### config.mk
export PLATFORM = sky130hd
export DESIGN_NAME = seq_divider_flat
export DESIGN_NICKNAME = d
export VERILOG_FILES = /design/src/rtl/seq_divider_pkg.sv /design/src/rtl/seq_divider_if.sv /design/src/rtl/seq_divider_addsub.sv /design/src/rtl/seq_divider.sv /design/src/flat_wrapper.sv
export SDC_FILE = /design/constraint.sdc
export NUM_CORES = 1
export LEC_CHECK = 0
export ABC_CLOCK_PERIOD_IN_PS = 3700
export CELL_PAD_IN_SITES_DETAIL_PLACEMENT = 1
export CELL_PAD_IN_SITES_GLOBAL_PLACEMENT = 1
export CORE_UTILIZATION = 41
export DETAILED_ROUTE_END_ITERATION = 7
export PLACE_DENSITY_LB_ADDON = 0.08
export SKIP_CTS_REPAIR_TIMING = 1
export SYNTH_ARGS = -nofsm -noshare
export SYNTH_HDL_FRONTEND = slang
export SYNTH_SLANG_ARGS = --single-unit
### constraint.sdc
create_clock -name clk -period 3.7 [get_ports clk]
set_clock_uncertainty 0.2 [all_clocks]
set_input_delay 0.555 -clock clk [delete_from_list [all_inputs] [get_ports clk]]
set_output_delay 0.555 -clock clk [all_outputs]
set_load 0.02 [all_outputs]
### src/rtl/seq_divider_pkg.sv
// Shared definitions for the sequential restoring divider.
//   - DEF_WIDTH : default operand / quotient / remainder width
//   - state_e   : controller state encoding
//   - cnt_width : width of the iteration counter for a given operand width
package seq_divider_pkg;

  localparam int DEF_WIDTH = 4;

  typedef enum logic [1:0] {
    IDLE = 2'd0,
    RUN  = 2'd1,
    DONE = 2'd2
  } state_e;

  // Counter must be able to hold the value WIDTH.
  function automatic int cnt_width(input int w);
    return $clog2(w + 1);
  endfunction

endpackage

### src/rtl/seq_divider_if.sv
// Request/result bundle between the divider and its client.
//   start        client -> divider  request a division
//   dividend     client -> divider  numerator, captured on accepted start
//   divisor      client -> divider  denominator, captured on accepted start
//   busy         divider -> client  high while iterating
//   done         divider -> client  one-cycle result-valid pulse
//   quotient     divider -> client  result, held until next accepted start
//   remainder    divider -> client  result, held until next accepted start
//   div_by_zero  divider -> client  flagged with done when divisor was 0
// master = client side, slave = divider side.
interface seq_divider_if
  import seq_divider_pkg::*;
#(
  parameter int WIDTH = DEF_WIDTH
) ();

  logic             start;
  logic [WIDTH-1:0] dividend;
  logic [WIDTH-1:0] divisor;
  logic             busy;
  logic             done;
  logic [WIDTH-1:0] quotient;
  logic [WIDTH-1:0] remainder;
  logic             div_by_zero;

  modport master (
    output start, dividend, divisor,
    input  busy, done, quotient, remainder, div_by_zero
  );

  modport slave (
    input  start, dividend, divisor,
    output busy, done, quotient, remainder, div_by_zero
  );

endinterface

### src/rtl/seq_divider_addsub.sv
// Generic W-bit adder/subtractor.
//   a, b  : operands
//   sub   : 1 = a - b (two's complement), 0 = a + b
//   s     : W-bit result
//   cout  : carry out; in subtract mode 1 means no borrow (a >= b)
module addsub_unit #(
  parameter int W = 5
) (
  input  logic [W-1:0] a,
  input  logic [W-1:0] b,
  input  logic         sub,
  output logic [W-1:0] s,
  output logic         cout
);

  // Inverting b and injecting sub as carry-in turns the adder into a subtractor.
  assign {cout, s} = {1'b0, a} + {1'b0, (b ^ {W{sub}})} + {{W{1'b0}}, sub};

endmodule

### src/rtl/seq_divider.sv
// Sequential unsigned restoring divider, one trial subtraction per clock.
//   clk     : clock, all state changes on rising edge
//   rst     : synchronous active-high reset
//   bus_if  : slave side of seq_divider_if (start/operands in, results out)
// An accepted start captures the operands; WIDTH RUN cycles each shift the
// {P,Q} pair left and try P - D. The status/result outputs are registered
// from the controller state, so they trail the state by one edge.
module seq_divider
  import seq_divider_pkg::*;
#(
  parameter int WIDTH = DEF_WIDTH
) (
  input  logic         clk,
  input  logic         rst,
  seq_divider_if.slave bus_if
);

  localparam int CW = cnt_width(WIDTH);

  state_e           state_q, state_d;
  logic [CW-1:0]    cnt_q, cnt_d;
  logic [WIDTH:0]   p_q, p_d;
  logic [WIDTH-1:0] q_q, q_d;
  logic [WIDTH-1:0] d_q, d_d;
  logic             dz_q, dz_d;

  logic             busy_q, busy_d;
  logic             done_q, done_d;
  logic [WIDTH-1:0] quot_q, quot_d;
  logic [WIDTH-1:0] rem_q, rem_d;
  logic             dbz_q, dbz_d;

  logic [WIDTH:0]   shifted;
  logic [WIDTH:0]   trial;
  logic             no_borrow;

  // After a restoring step P < D fits in WIDTH bits, so its top bit never
  // feeds the next shift.
  logic             unused_p_msb;
  assign unused_p_msb = p_q[WIDTH];

  // Partial remainder shifted left with the next dividend bit pulled in.
  assign shifted = {p_q[WIDTH-1:0], q_q[WIDTH-1]};

  addsub_unit #(
    .W (WIDTH + 1)
  ) u_addsub (
    .a    (shifted),
    .b    ({1'b0, d_q}),
    .sub  (1'b1),
    .s    (trial),
    .cout (no_borrow)
  );

  // Controller and datapath next-state: accept requests in IDLE/DONE, run
  // one restoring step per RUN cycle, and publish results when leaving DONE.
  always_comb begin
    state_d = state_q;
    cnt_d   = cnt_q;
    p_d     = p_q;
    q_d     = q_q;
    d_d     = d_q;
    dz_d    = dz_q;
    busy_d  = (state_q == RUN);
    done_d  = (state_q == DONE);
    quot_d  = quot_q;
    rem_d   = rem_q;
    dbz_d   = dbz_q;

    if (state_q == DONE) begin
      quot_d = q_q;
      rem_d  = p_q[WIDTH-1:0];
      dbz_d  = dz_q;
    end

    case (state_q)
      IDLE, DONE: begin
        state_d = IDLE;
        if (bus_if.start) begin
          d_d   = bus_if.divisor;
          cnt_d = '0;
          if (bus_if.divisor == '0) begin
            dz_d    = 1'b1;
            q_d     = '1;
            p_d     = {1'b0, bus_if.dividend};
            state_d = DONE;
          end else begin
            dz_d    = 1'b0;
            q_d     = bus_if.dividend;
            p_d     = '0;
            state_d = RUN;
          end
        end
      end
      RUN: begin
        p_d   = no_borrow ? trial : shifted;
        q_d   = {q_q[WIDTH-2:0], no_borrow};
        cnt_d = cnt_q + CW'(1);
        if (cnt_q == CW'(WIDTH - 1)) begin
          state_d = DONE;
        end
      end
      default: begin
        state_d = IDLE;
      end
    endcase
  end

  // State and output registers; reset abandons any division in flight.
  always_ff @(posedge clk) begin
    if (rst) begin
      state_q <= IDLE;
      cnt_q   <= '0;
      p_q     <= '0;
      q_q     <= '0;
      d_q     <= '0;
      dz_q    <= 1'b0;
      busy_q  <= 1'b0;
      done_q  <= 1'b0;
      quot_q  <= '0;
      rem_q   <= '0;
      dbz_q   <= 1'b0;
    end else begin
      state_q <= state_d;
      cnt_q   <= cnt_d;
      p_q     <= p_d;
      q_q     <= q_d;
      d_q     <= d_d;
      dz_q    <= dz_d;
      busy_q  <= busy_d;
      done_q  <= done_d;
      quot_q  <= quot_d;
      rem_q   <= rem_d;
      dbz_q   <= dbz_d;
    end
  end

  assign bus_if.busy        = busy_q;
  assign bus_if.done        = done_q;
  assign bus_if.quotient    = quot_q;
  assign bus_if.remainder   = rem_q;
  assign bus_if.div_by_zero = dbz_q;

endmodule

### src/flat_wrapper.sv
// flat-port wrapper written by rule: the top's interface ports become plain ports
module seq_divider_flat import seq_divider_pkg::*;
#(
  parameter int WIDTH = DEF_WIDTH
)
  (clk, rst, bus_if_start, bus_if_dividend, bus_if_divisor, bus_if_busy, bus_if_done, bus_if_quotient, bus_if_remainder, bus_if_div_by_zero);
  seq_divider_if #(.WIDTH(WIDTH)) bus_if_i ();
  input  logic clk;
  input  logic rst;
  input wire logic [$bits(bus_if_i.start)-1:0] bus_if_start;
  input wire logic [$bits(bus_if_i.dividend)-1:0] bus_if_dividend;
  input wire logic [$bits(bus_if_i.divisor)-1:0] bus_if_divisor;
  output wire logic [$bits(bus_if_i.busy)-1:0] bus_if_busy;
  output wire logic [$bits(bus_if_i.done)-1:0] bus_if_done;
  output wire logic [$bits(bus_if_i.quotient)-1:0] bus_if_quotient;
  output wire logic [$bits(bus_if_i.remainder)-1:0] bus_if_remainder;
  output wire logic [$bits(bus_if_i.div_by_zero)-1:0] bus_if_div_by_zero;
  assign bus_if_i.start = bus_if_start;
  assign bus_if_i.dividend = bus_if_dividend;
  assign bus_if_i.divisor = bus_if_divisor;
  assign bus_if_busy = bus_if_i.busy;
  assign bus_if_done = bus_if_i.done;
  assign bus_if_quotient = bus_if_i.quotient;
  assign bus_if_remainder = bus_if_i.remainder;
  assign bus_if_div_by_zero = bus_if_i.div_by_zero;
  seq_divider #(.WIDTH(WIDTH)) u_core (.clk(clk), .rst(rst), .bus_if(bus_if_i));
endmodule
==> key figures <==
STA
  – Slew HR: between 20% and 30%
  – Final setup margin: around 1400 ps
  – RSZ-0062 raised after global routing: false
  – Final slew viol count: 0
  – Worst Max-Slew Pin Slew: ~1100 ps
  – Min Hold Slack: between 200 and 300 ps
  – Fmax: between 400 and 500 MHz
  – Setup violators final: 0
  – Hold Violations, Final: 0
  – Minimum clock period: 2270 ps
  – Period utilization: roughly three fifths
  – Setup TNS: 0 ps

Global routing
  – Tot GR Track Use: 21.1%
  – Largest net degree at the start of global routing: 30
  – Total grt overflow: 0
  – Vias in the first global route: around 1300
  – First-pass GRT wire length: around 5.3 mm
  – Initial antenna violation count: 0

Placed design
  – HPWL Detailed: around 2.4 mm
  – GPL Wtd Cong: 0.819
  – Pre-CTS setup slack: 1120 ps
  – Dpl cell area: between 0.0015 and 0.002 mm2
  – Port-buffer cells: 21
  – Post-Place Cells: roughly 220

CTS
  – Clock root buffer: clkbuf_4
  – Number of buffers created by CTS: 5
  – Sink Count: 29
  – # H-tree levels: 2
  – TritonCTS clock tree: yes
  – Clock Path Buffers: 2
  – Worst skew pair latency: between 300 and 400 ps
  – Clk pin slew, worst setup/hold paths: 90 ps

Logic synthesis
  – Seq/Total Area, Yosys: approximately 44%
  – Yosys reg bits: 29
  – Synthesized netlist cell count: ~160
  – Cell Area, Synth: about 0.0013 mm2
  – Most common flop cell mapped by yosys: dfxtp_1
  – Synth area leader: dfxtp_1
  – Post-synth EDFFs: 0
  – Synth top area share: about 44%
  – Syn Area/Cell: approximately 8.2 um2
  – Top post-synthesis cells by area: dfxtp_1, nand2_1, a21oi_1
  – Synth Warn #: 0
  – Syn_nets: approximately 180
  – Netlist cell types: 32
  – Synth async-reset ratio: 0%

Min path
  – Worst hold path class: reg2reg

Floorplanning
  – Initial Util: between 40% and 50%
  – Die height: just under 60 um
  – Die Wd: about 60 um
  – # rows: 20
  – Ports: 22
  – Area of the core: between 0.003 and 0.004 mm2
  – Die footprint: 0.00343 mm2

Final layout
  – Layout cell share with drive strength beyond 1: between 7 and 8%
  – Diode count: 0
  – Net count of the finished layout: between 150 and 200
  – Area Overhead vs Synth: 21.9%
  – Final instance area: about 0.0016 mm2
  – Non-Filler Instances: ~220

Run status
  – Status: finished, final reports clean

Critical path
  – Critical path arrival: 2240 ps
  – Critical Path Fanout Max: 11
  – Worst reg2reg setup slack: 1690 ps
  – Worst setup path category: in2reg
  – Critical Path End Type: register
  – Critical Path RT: roughly 3700 ps
  – CP Launch Type: primary input

Drt
  – First-pass DRT Iterations: 4
  – DRT iter0 DRCs: 43
  – Vias per cell: ~5.2
  – Total Wirelength: between 3 and 4 mm
  – # DRC: 0
  – Routed vias: between 1000 and 1500
  – Post-DRT Antenna Nets: 0
  – Avg WL per Cell: between 10 and 15 um

Power and ir drop
  – VDD IR max: between 0.2 and 0.25 mV
  – Cell Pwr Density: roughly 400 mW/mm2
  – Pleak: 0.000560 uW

Job
  – Max Cap Viol: 0
[cells in the mapped netlist, types with 3 or more instances]
cell and number:
nand2_1 36, dfxtp_1 29, a21oi_1 22, nor2_1 13, ha_1 6, inv_1 6, clkbuf_1 5, nand3_1 5
a22oi_1 3, a31oi_1 3, buf_2 3, nand2b_1 3, nor2b_1 3
[state kept, by name, summed over array words and instances, names as in the netlist]
name	flops
u_core.bus_if.div_by_zero	1
u_core.p_q	4
u_core.bus_if.done	1
u_core.cnt_q	3
u_core.dz_q	1
u_core.d_q	4
u_core.bus_if.remainder	4
u_core.q_q	4
u_core.bus_if.quotient	4
u_core.state_q	2
u_core.bus_if.busy	1
[stage by stage]
step / utilization, % / total power (uW)
after detailed placement: 50.5 / 468
after floorplan: - / 429
final: 52.3 / 648
after CTS: 52.3 / 654
after global placement: 50.5 / 461
after global routing: 52.3 / 681
[layout by cell type, fill, tap and decap left out, drive strengths merged, types with 2 or more instances in the layout]
master / instances
a311oi: 3
nor2: 14
dfxtp: 29
o21ai: 3
clkinv: 2
nand2: 36
a22oi: 3
and2: 2
a21oi: 22
or3: 2
inv: 6
nand3: 5
ha: 6
a31oi: 3
nor2b: 3
clkbuf: 5
clkdlybuf4s50: 21
nand2b: 3
[cells by family (layout without fill, tap and decap cells)]
logic type | Yosys count | in the layout | share of synthesized area (%)
adders and majority gates | 7 | 7 | 7.26
and+or+nand+nor | 69 | 69 | 24.8
xor gates and xnor gates | 1 | 1 | 0.669
buffers and inverters | 14 | 35 | 4.30
AOI/OAI and AO/OA | 39 | 39 | 18.6
DFF | 29 | 29 | 44.3
[power by group]
part	switching [uW]	leakage, uW	total (uW)	internal [uW]
combinational	69.1	0.000292	120	51.3
sequential	14.1	0.000236	341	327
clock	115	0.0000310	186	71.4
total	198	0.000560	648	450
[layout make-up]
class / instances / area (um2)
Clock inverter: 3 / 17.5
Tap cell: 44 / 55.1
Multi-Input combinational cell: 116 / 673
Clock buffer: 5 / 37.5
Sequential cell: 29 / 581
Inverter: 6 / 22.5
Fill cell: 389 / 1460
Timing Repair Buffer: 21 / 210
[path summary, 6_finish.rpt]
kind	cells after the start	start	end
setup / recovery	5	bus_if_start	u_core.p_q[0]
hold / removal	2	u_core.bus_if.quotient[3]	u_core.bus_if.quotient[3]
setup reg to reg	6	u_core.p_q[0]	u_core.p_q[2]
hold reg to reg	2	u_core.bus_if.quotient[3]	u_core.bus_if.quotient[3]
[critical path, cell delays in order]
cell and delay, ps:
clkdlybuf4s50_1 470, nor2b_1 650, nor2_2 250, a21oi_1 210
a311oi_2 110
[per-layer routing]
layer / share of wire (%) / vias up / global-route usage (%)
met2: 49 / 24 / 37.6
met3: 3.3 / 10 / 4.84
met5: 0 / - / 0
li1: - / 578 / -
met4: 2.7 / 0 / 12.9
met1: 45 / 559 / 22.6
(Power assumes the default switching activity.)
